$ cat src/rtl/cpu_types_pkg.sv
// Shared pipeline types for the forwarding and hazard logic.
// Holds the result kinds, the forwarding origins and the load-use FSM states.
package cpu_types_pkg;

  localparam int REG_W = 5;

  typedef enum logic [1:0] {RK_ALU, RK_LUI, RK_LINK, RK_LOAD} res_kind_t;
  typedef enum logic [1:0] {FO_NONE, FO_EX, FO_WB, FO_HIST} fwd_origin_t;
  typedef enum logic {LU_RUN, LU_LDWAIT} lu_state_t;

  // A producer only matters when it writes a register other than r0.
  function automatic logic is_live(input logic wen, input logic [REG_W-1:0] dest);
    return wen && (dest != '0);
  endfunction

endpackage

$ cat src/rtl/fwd_result_mux.sv
// Turns a producer's result kind and raw sources into the value it writes back.
module fwd_result_mux
  import cpu_types_pkg::*;
#(
  parameter int DATA_W = 32
) (
  input  logic [1:0]        kind,
  input  logic [DATA_W-1:0] alu,
  input  logic [15:0]       imm,
  input  logic [DATA_W-1:0] pc,
  input  logic [DATA_W-1:0] load_data,
  output logic [DATA_W-1:0] result
);

  always_comb begin
    result = alu;
    case (res_kind_t'(kind))
      RK_ALU:  result = alu;
      RK_LUI:  result = DATA_W'({imm, 16'h0000});
      RK_LINK: result = pc + DATA_W'(4);
      RK_LOAD: result = load_data;
      default: result = alu;
    endcase
  end

endmodule

$ cat src/rtl/fwd_hazard_unit.sv
// Operand forwarding from EX/MEM, MEM/WB and a retired-writeback history,
// plus the load-use stall FSM and a saturating stall counter.
module fwd_hazard_unit
  import cpu_types_pkg::*;
#(
  parameter int NUM_SRC     = 2,
  parameter int HIST        = 2,
  parameter int DATA_W      = 32,
  parameter int STALL_CNT_W = 16
) (
  input  logic                        CLK,
  input  logic                        RST,
  input  logic [NUM_SRC*REG_W-1:0]    src_sel,
  input  logic [NUM_SRC-1:0]          src_used,
  input  logic                        ex_wen,
  input  logic [REG_W-1:0]            ex_dest,
  input  logic [1:0]                  ex_kind,
  input  logic [DATA_W-1:0]           ex_alu,
  input  logic [15:0]                 ex_imm,
  input  logic [DATA_W-1:0]           ex_pc,
  input  logic [DATA_W-1:0]           ex_load_data,
  input  logic                        mem_ready,
  input  logic                        wb_wen,
  input  logic [REG_W-1:0]            wb_dest,
  input  logic [1:0]                  wb_kind,
  input  logic [DATA_W-1:0]           wb_alu,
  input  logic [15:0]                 wb_imm,
  input  logic [DATA_W-1:0]           wb_pc,
  input  logic [DATA_W-1:0]           wb_load_data,
  input  logic                        adv,
  input  logic                        flush,
  output logic [NUM_SRC-1:0]          fwd_valid,
  output logic [NUM_SRC*DATA_W-1:0]   fwd_data,
  output logic [NUM_SRC*2-1:0]        fwd_origin,
  output logic                        stall,
  output logic [STALL_CNT_W-1:0]      stall_cycles
);

  logic [DATA_W-1:0] ex_res;
  logic [DATA_W-1:0] wb_res;
  logic              ex_live;
  logic              wb_live;
  logic              hazard;
  logic [REG_W-1:0]  sel_w [NUM_SRC];

  logic [HIST-1:0]   hist_valid_q, hist_valid_d;
  logic [REG_W-1:0]  hist_dest_q [HIST];
  logic [REG_W-1:0]  hist_dest_d [HIST];
  logic [DATA_W-1:0] hist_val_q [HIST];
  logic [DATA_W-1:0] hist_val_d [HIST];

  lu_state_t              state_q, state_d;
  logic [STALL_CNT_W-1:0] cnt_q, cnt_d;

  fwd_result_mux #(.DATA_W(DATA_W)) u_ex_mux (
    .kind(ex_kind), .alu(ex_alu), .imm(ex_imm), .pc(ex_pc),
    .load_data(ex_load_data), .result(ex_res)
  );

  fwd_result_mux #(.DATA_W(DATA_W)) u_wb_mux (
    .kind(wb_kind), .alu(wb_alu), .imm(wb_imm), .pc(wb_pc),
    .load_data(wb_load_data), .result(wb_res)
  );

  assign ex_live = is_live(ex_wen, ex_dest);
  assign wb_live = is_live(wb_wen, wb_dest);

  always_comb begin
    for (int i = 0; i < NUM_SRC; i++) sel_w[i] = src_sel[i*REG_W +: REG_W];
  end

  // A matching EX producer blocks older sources even while its load is pending.
  always_comb begin
    fwd_valid  = '0;
    fwd_data   = '0;
    fwd_origin = '0;
    for (int i = 0; i < NUM_SRC; i++) begin
      if (!RST && sel_w[i] != '0) begin
        if (ex_live && ex_dest == sel_w[i]) begin
          if (ex_kind != RK_LOAD || mem_ready) begin
            fwd_valid[i]            = 1'b1;
            fwd_data[i*DATA_W +: DATA_W] = ex_res;
            fwd_origin[i*2 +: 2]    = FO_EX;
          end
        end else if (wb_live && wb_dest == sel_w[i]) begin
          fwd_valid[i]            = 1'b1;
          fwd_data[i*DATA_W +: DATA_W] = wb_res;
          fwd_origin[i*2 +: 2]    = FO_WB;
        end else begin
          for (int h = HIST-1; h >= 0; h--) begin
            if (hist_valid_q[h] && hist_dest_q[h] == sel_w[i]) begin
              fwd_valid[i]            = 1'b1;
              fwd_data[i*DATA_W +: DATA_W] = hist_val_q[h];
              fwd_origin[i*2 +: 2]    = FO_HIST;
            end
          end
        end
      end
    end
  end

  always_comb begin
    hazard = 1'b0;
    for (int i = 0; i < NUM_SRC; i++) begin
      if (src_used[i] && sel_w[i] == ex_dest) hazard = 1'b1;
    end
    hazard = hazard && ex_live && (ex_kind == RK_LOAD);
  end

  always_ff @(posedge CLK) begin
    if (RST) state_q <= LU_RUN;
    else     state_q <= state_d;
  end

  always_comb begin
    state_d = state_q;
    if (flush) begin
      state_d = LU_RUN;
    end else begin
      case (state_q)
        LU_RUN:    if (hazard && !mem_ready) state_d = LU_LDWAIT;
        LU_LDWAIT: if (!hazard || mem_ready) state_d = LU_RUN;
        default:   state_d = LU_RUN;
      endcase
    end
  end

  always_comb begin
    stall = 1'b0;
    if (!RST && !flush) begin
      case (state_q)
        LU_RUN:    stall = hazard && !mem_ready;
        LU_LDWAIT: stall = hazard && !mem_ready;
        default:   stall = 1'b0;
      endcase
    end
  end

  always_comb begin
    cnt_d = cnt_q;
    if (stall && cnt_q != '1) cnt_d = cnt_q + 1'b1;
  end

  // Entry 0 is the newest retirement; a flush wins over a simultaneous push.
  always_comb begin
    hist_valid_d = hist_valid_q;
    hist_dest_d  = hist_dest_q;
    hist_val_d   = hist_val_q;
    if (flush) begin
      hist_valid_d = '0;
    end else if (adv) begin
      for (int h = HIST-1; h > 0; h--) begin
        hist_valid_d[h] = hist_valid_q[h-1];
        hist_dest_d[h]  = hist_dest_q[h-1];
        hist_val_d[h]   = hist_val_q[h-1];
      end
      hist_valid_d[0] = wb_live;
      hist_dest_d[0]  = wb_dest;
      hist_val_d[0]   = wb_res;
    end
  end

  always_ff @(posedge CLK) begin
    if (RST) begin
      cnt_q        <= '0;
      hist_valid_q <= '0;
    end else begin
      cnt_q        <= cnt_d;
      hist_valid_q <= hist_valid_d;
    end
  end

  always_ff @(posedge CLK) begin
    hist_dest_q <= hist_dest_d;
    hist_val_q  <= hist_val_d;
  end

  assign stall_cycles = cnt_q;

endmodule

$ cat config.mk
export PLATFORM = sky130hd
export DESIGN_NAME = fwd_hazard_unit
export DESIGN_NICKNAME = d
export VERILOG_FILES = /design/src/rtl/cpu_types_pkg.sv /design/src/rtl/fwd_result_mux.sv /design/src/rtl/fwd_hazard_unit.sv
export SDC_FILE = /design/constraint.sdc
export NUM_CORES = 1
export LEC_CHECK = 0
export BUFFER_PORTS_ARGS = -buffer_cell sky130_fd_sc_hd__buf_2
export CAP_MARGIN = 20
export CORE_UTILIZATION = 45
export DETAILED_ROUTE_END_ITERATION = 7
export MAX_ROUTING_LAYER = met4
export PLACE_DENSITY = 0.79
export RECOVER_POWER = 50
export SLEW_MARGIN = 15
export SYNTH_ARGS = -nofsm -noshare
export SYNTH_HDL_FRONTEND = slang
export SYNTH_SLANG_ARGS = --single-unit
$ cat constraint.sdc
create_clock -name CLK -period 6.5 [get_ports CLK]
set_clock_uncertainty 0.2 [all_clocks]
set_input_delay 1.3 -clock CLK [delete_from_list [all_inputs] [get_ports CLK]]
set_output_delay 1.3 -clock CLK [all_outputs]
set_load 0.005 [all_outputs]
==> metrics.txt, run 1 <==
Final Net Count 1618; fmax 173 MHz; Starting Density between 40% and 50%; initial antenna violation count 1; Async S/R FF share, synth 0%; die height 143 um; Synth cell types 77; TritonCTS clock tree built; Psw between 500 and 600 uW; Worst-Margin Slew between 2 and 2.5 ns; deepest clock path buffer count 2; routed wire length around 37000 um; HPWL Detailed ~30000 um; CTS Buf Count 9; Synth area leaders edfxtp_1, mux2_2, mux2i_1; Syn Std Cell Area 0.00889 mm^2; CP Launch Type input pin; Synth Flop Type edfxtp_1; R2R depth 7; # IOs between 300 and 400; Leakage 4.57 nW; crit-path cells clkbuf_1 > or4_1 > o21ai_0 > or4_1 > buf_4 > and2_1 > buf_4 > nand4_1 > o211ai_1 > buf_2; Max Slew Vio Count 29; Buf/Inv on CP 4; Core Area 0.0194 mm^2; placed cell areas 0.0108 mm^2; synthesized flop and latch total 92; per-cell routed wire length 22.8 um; Worst setup EP type output port; worst hold path depth 0; # setup viols final 0; EDFF count, synth 74; Final Hold Viols 0; run status finished, violations left; P_int 1.10 mW; Syn Area/Cell 8.33 um^2; synth cell count leaders nand2_1, edfxtp_1, o21ai_0; Die W between 100 and 150 um; CTS sink count 92; drc violations 0; RD Place Congestion 0.948; post-route cell area 0.0110 mm^2; Root Driver clkbuf_16; Hold Path Class reg -> reg; CP max-delay cell o21ai_0; post-CTS setup buffers 0; synth warn 0; largest net degree at the start of global routing 48; post-synth top area share 25.0%; failing checks capacitance limit, slew limit; worst hold slack between 0.2 and 0.3 ns; WS Path Type in -> out; crit-path max FO 12; Max VDD drop around 160 uV; post-route insts no fill ~1600; share of layout cells above drive strength 1 31.4%; Cells after Synth 1068; Syn Nets 1328; Clk pwr share 32.1%; pwr dens 147 mW/mm^2; crit path time final 5.78 ns; setup total negative slack 0 ns; vias per inst 6.39; Critical Path Max Stage Delay 0.60 ns; switch share about a third; Rows 51; GRT Resource Usage Total 37.1%; first-pass GRT wire length 55100 um; instance count on the critical path 10; total grt overflow 0; Worst EP required 5.00 ns; final period utilization 88.8%; CTS H-tree depth 3; via count 10400; RSZ-0062 raised after global routing no; die area 0.0203 mm^2; count leader, synth nand2_1; Iter 0 DRT Violations 1372; post-cts resize count 0; CP top delay family simple AND/OR/NAND/NOR gates; sequential-to-total area share from yosys stat 29.0%; Max-slew headroom -64.6%; CTS Hold Buffers Added 0; vias in the first global route 9667; maxcap violations 1; DP Cell Count 1612; Worst-Skew Late Latency 0.36 ns; post-route ant nets 0; Comb pwr share 25.3%; DR pass1 iterations 8; dominant cell type by area after synthesis edfxtp_1; synth-to-layout area growth 24.1%; Reg power frac 42.6%; port buffer count 343; CTS clock-pin slew for the worst setup and hold paths 0.07 ns; total power 1.62 mW; crit path DAT 4.28 ns
metal layers:
metal / vias up / wire (um) / global-route usage [%]
met5: - / 0 / -
met4: 0 / 2160 / 20.5
met3: 111 / 3920 / 7.37
met2: 676 / 16800 / 58.4
met1: 4887 / 14300 / 44.4
li1: 4728 / - / -
flip-flops by register name, summed over array words and instances (netlist names):
signal	count
hist_dest_q	10
hist_val_q	64
stall_cycles	16
hist_valid_q	2
per-stage QoR:
stage          util, %  setup slack (ns)
4_1_cts           57.1              1.07
6_report          56.9             0.725
3_3_place_gp      55.6              1.16
2_1_floorplan        -              1.35
5_1_grt           56.9             0.530
3_5_place_dp      55.6              1.10
worst paths after layout:
path,slack [ns],startpoint,to
setup reg to reg,3.58,stall_cycles[0],stall_cycles[2]
setup / recovery,0.72,wb_dest[1],fwd_data[28]
hold / removal,0.28,hist_val_q[61],hist_val_q[29]
hold reg to reg,0.28,hist_val_q[61],hist_val_q[29]
power by group through the flow:
stage | clock, mW | combinational, mW | sequential (mW)
final | 0.520 | 0.411 | 0.692
after detailed placement | 0 | 0.401 | 0.704
after CTS | 0.519 | 0.403 | 0.691
after global placement | 0 | 0.399 | 0.701
after floorplan | 0 | 0.211 | 0.699
after global routing | 0.542 | 0.438 | 0.695
cell type report:
cell class	count	area (um^2)
multi-input combinational	854	5840
clock inverter	6	53.8
fill	1886	8360
antenna	2	5.00
sequential	92	2580
clock buffer	9	225
timing repair buffer	367	1870
inverter	34	128
tap	265	332
layout by cell type, fill, tap and decap left out, types with 17 or more instances in the layout:
cell      count
nand4_1      31
xnor2_1      42
or3_1        19
a22oi_1      19
clkbuf_1     18
edfxtp_1     74
a221oi_1     25
mux2_2       38
inv_1        34
buf_4        22
o21ai_0      74
nand2_1      85
nand3_1      48
mux2i_1      41
xor2_1       28
buf_2       326
a21oi_1      50
dfxtp_1      18
nor3_1       26
and2_1       21
nor4_1       17
nor2_1       51
logic make-up (layout without fill, tap and decap cells):
kind of cell / Yosys count / count (layout) / synth area share, %
compound gates: 316 / 316 / 24.8
xor+xnor: 70 / 70 / 6.89
fa+ha+maj: 3 / 3 / 0.422
buf+inv: 122 / 416 / 5.43
flops: 92 / 92 / 29.0
mux: 83 / 83 / 10.4
other cells: 0 / 2 / 0
simple gates: 382 / 382 / 23.0
(Power assumes the default switching activity.)
==> run 2: changes to the inputs <==
CORE_AREA = 2 2 134 136   (was unset)
CORE_UTILIZATION = unset   (was 45)
DIE_AREA = 0 0 136 138   (was unset)
PLACE_DENSITY = 0.88   (was 0.79)
clock period = 7.2 ns   (was 6.5 ns; I/O delays follow)
==> metrics.txt, run 2 (synthesized netlist as in run 1, its figures left out) <==
DR pass1 iterations 6 (-2); HPWL Detailed 28000 um (-4.6%); Worst EP required 5.56 ns (+0.56 ns); failing checks capacitance limit, slew limit; CTS sink count 92 (unchanged); post-route ant nets 0 (unchanged); post-CTS setup buffers 0 (unchanged); # IOs 344 (unchanged); largest net degree at the start of global routing 75 (+56%); placed cell areas 0.0107 mm^2 (-1.1%); Buf/Inv on CP 2 (-2); Max-slew headroom -178% (-110 points); RD Place Congestion 1.01 (+6.8%); drc violations 0 (unchanged); Final WS setup 0.979 ns (+0.255 ns); Iter 0 DRT Violations 1287 (-6.2%); Hold Path Class reg -> reg; share of layout cells above drive strength 1 31.2% (-0.16 points); crit path time final 6.22 ns; Worst-Skew Late Latency 0.36 ns (about the same); RSZ-0062 raised after global routing no; CTS Buf Count 9 (unchanged); port buffer count 343 (unchanged); Leakage 4.54 nW (-0.64%); R2R depth 7 (unchanged); TritonCTS clock tree built; CTS Hold Buffers Added 0 (unchanged); final period utilization 86.4%; Final Hold Viols 0 (unchanged); Worst-Margin Slew 4.17 ns (+1.71 ns); r2r setup slk 4.15 ns (+0.57 ns); die height 138 um (-3.2%); max reg flops 64 (unchanged); Final Net Count 1609 (-0.56%); R2R Path Start stall_cycles[1]; # setup viols final 0 (unchanged); Core Area 0.0175 mm^2 (-9.6%); post-route cell area 0.0109 mm^2 (-0.92%); per-cell routed wire length 22.9 um (+0.49%); synth-to-layout area growth 23.0%; r2r endpoint stall_cycles[10]; fmax 161 MHz; worst hold path depth 0 (unchanged); CP most frequent cell or4_1; run status finished, violations left; Die W 136 um (-4.6%); WS Path Type in -> out; crit-path cells clkbuf_1 > or4_1 > o21ai_0 > or4_1 > and2_1 > a221oi_1 > a211oi_1 > buf_2; deepest clock path buffer count 2 (unchanged); initial antenna violation count 1 (unchanged); most common cell after layout, fill and taps aside buf_2; Max VDD drop 118 uV (-26%); final core utilization 62.4% (+5.5 points); CP top delay family simple AND/OR/NAND/NOR gates; via count 10500 (+1.3%); total grt overflow 0 (unchanged); crit-path max FO 20 (+8); vias in the first global route 9651 (-0.17%); total power 1.46 mW (-10%); Rows 49 (-3.9%); die area 0.0188 mm^2 (-7.7%); setup total negative slack 0 ns (unchanged); pwr dens 133 mW/mm^2 (-9.4%); Critical Path Max Stage Delay 0.79 ns (+0.19 ns); routed wire length 36300 um (-2.3%); Root Driver clkbuf_16; first-pass GRT wire length 54100 um (-2.0%); GRT Resource Usage Total 38.5% (+1.5 points); CP max-delay cell and2_1; Biggest register hist_val_q; post-cts resize count 0 (unchanged); Max Slew Vio Count 75 (+160%); CP Launch Type input pin; Hold Crit Start hist_val_q[38]; Place WS 1.30 ns (+0.203 ns); Starting Density 50.7% (+4.9 points); vias per inst 6.66 (+4.3%); CTS H-tree depth 3 (unchanged); maxcap violations 1 (unchanged); CTS clock-pin slew for the worst setup and hold paths 0.07 ns (about the same); Worst setup EP type output port; crit path DAT 4.58 ns (+0.30 ns); Min-Delay Endpoint hist_val_q[6]; most frequent cells in the layout buf_2, nand2_1, o21ai_0, edfxtp_1
==> run 2: per-stage QoR <==
step / cells / hold slack, ns
3_3_place_gp: 1566 / 0.246
2_1_floorplan: 1068 / 0.237
4_1_cts: 1581 / 0.266
5_1_grt: 1583 / 0.279
3_5_place_dp: 1566 / 0.261
6_report: 1583 / 0.273
==> run 2: layer usage <==
layer | vias up | wire length [um] | track usage [%]
li1 | 4710 | - | -
met1 | 4778 | 12800 | 46.4
met2 | 907 | 16500 | 59.4
met3 | 146 | 4780 | 8.69
met4 | 0 | 2240 | 21.5
met5 | - | 0 | -
==> run 2: power breakdown <==
group | switching, mW | leakage, nW | internal (mW)
Sequential | 0.0177 | 0.827 | 0.609
Combinational | 0.224 | 3.58 | 0.144
Clock | 0.223 | 0.135 | 0.240
Total | 0.465 | 4.54 | 0.993
==> run 2: worst register-to-register path, stage by stage, from the launching register on <==
cell and delay [ns]:
dfxtp_1 0.42, ha_1 0.21, nand3_1 0.13, or2_2 0.39, nor3_1 0.35, a221o_1 0.76, o21ai_0 0.30, a21oi_1 0.19
==> run 2: final cells by class <==
class / instances / area, um^2
Multi-Input combinational cell: 854 / 5850
Fill cell: 1555 / 6600
Tap cell: 229 / 287
Antenna cell: 1 / 2.50
Clock inverter: 6 / 53.8
Inverter: 34 / 128
Sequential cell: 92 / 2580
Clock buffer: 9 / 225
Timing Repair Buffer: 358 / 1810
==> run 2: worst max-delay path by stage <==
| stage | start | endpoint | cells past startpoint |
|---|---|---|---|
| after floorplan | adv | hist_dest_q[0] | 2 |
| after global placement | wb_dest[1] | fwd_data[22] | 8 |
| after detailed placement | wb_kind[1] | fwd_data[51] | 8 |
| after CTS | wb_dest[1] | fwd_data[3] | 8 |
| after global routing | wb_dest[1] | fwd_data[3] | 8 |
| final | wb_dest[1] | fwd_data[16] | 8 |
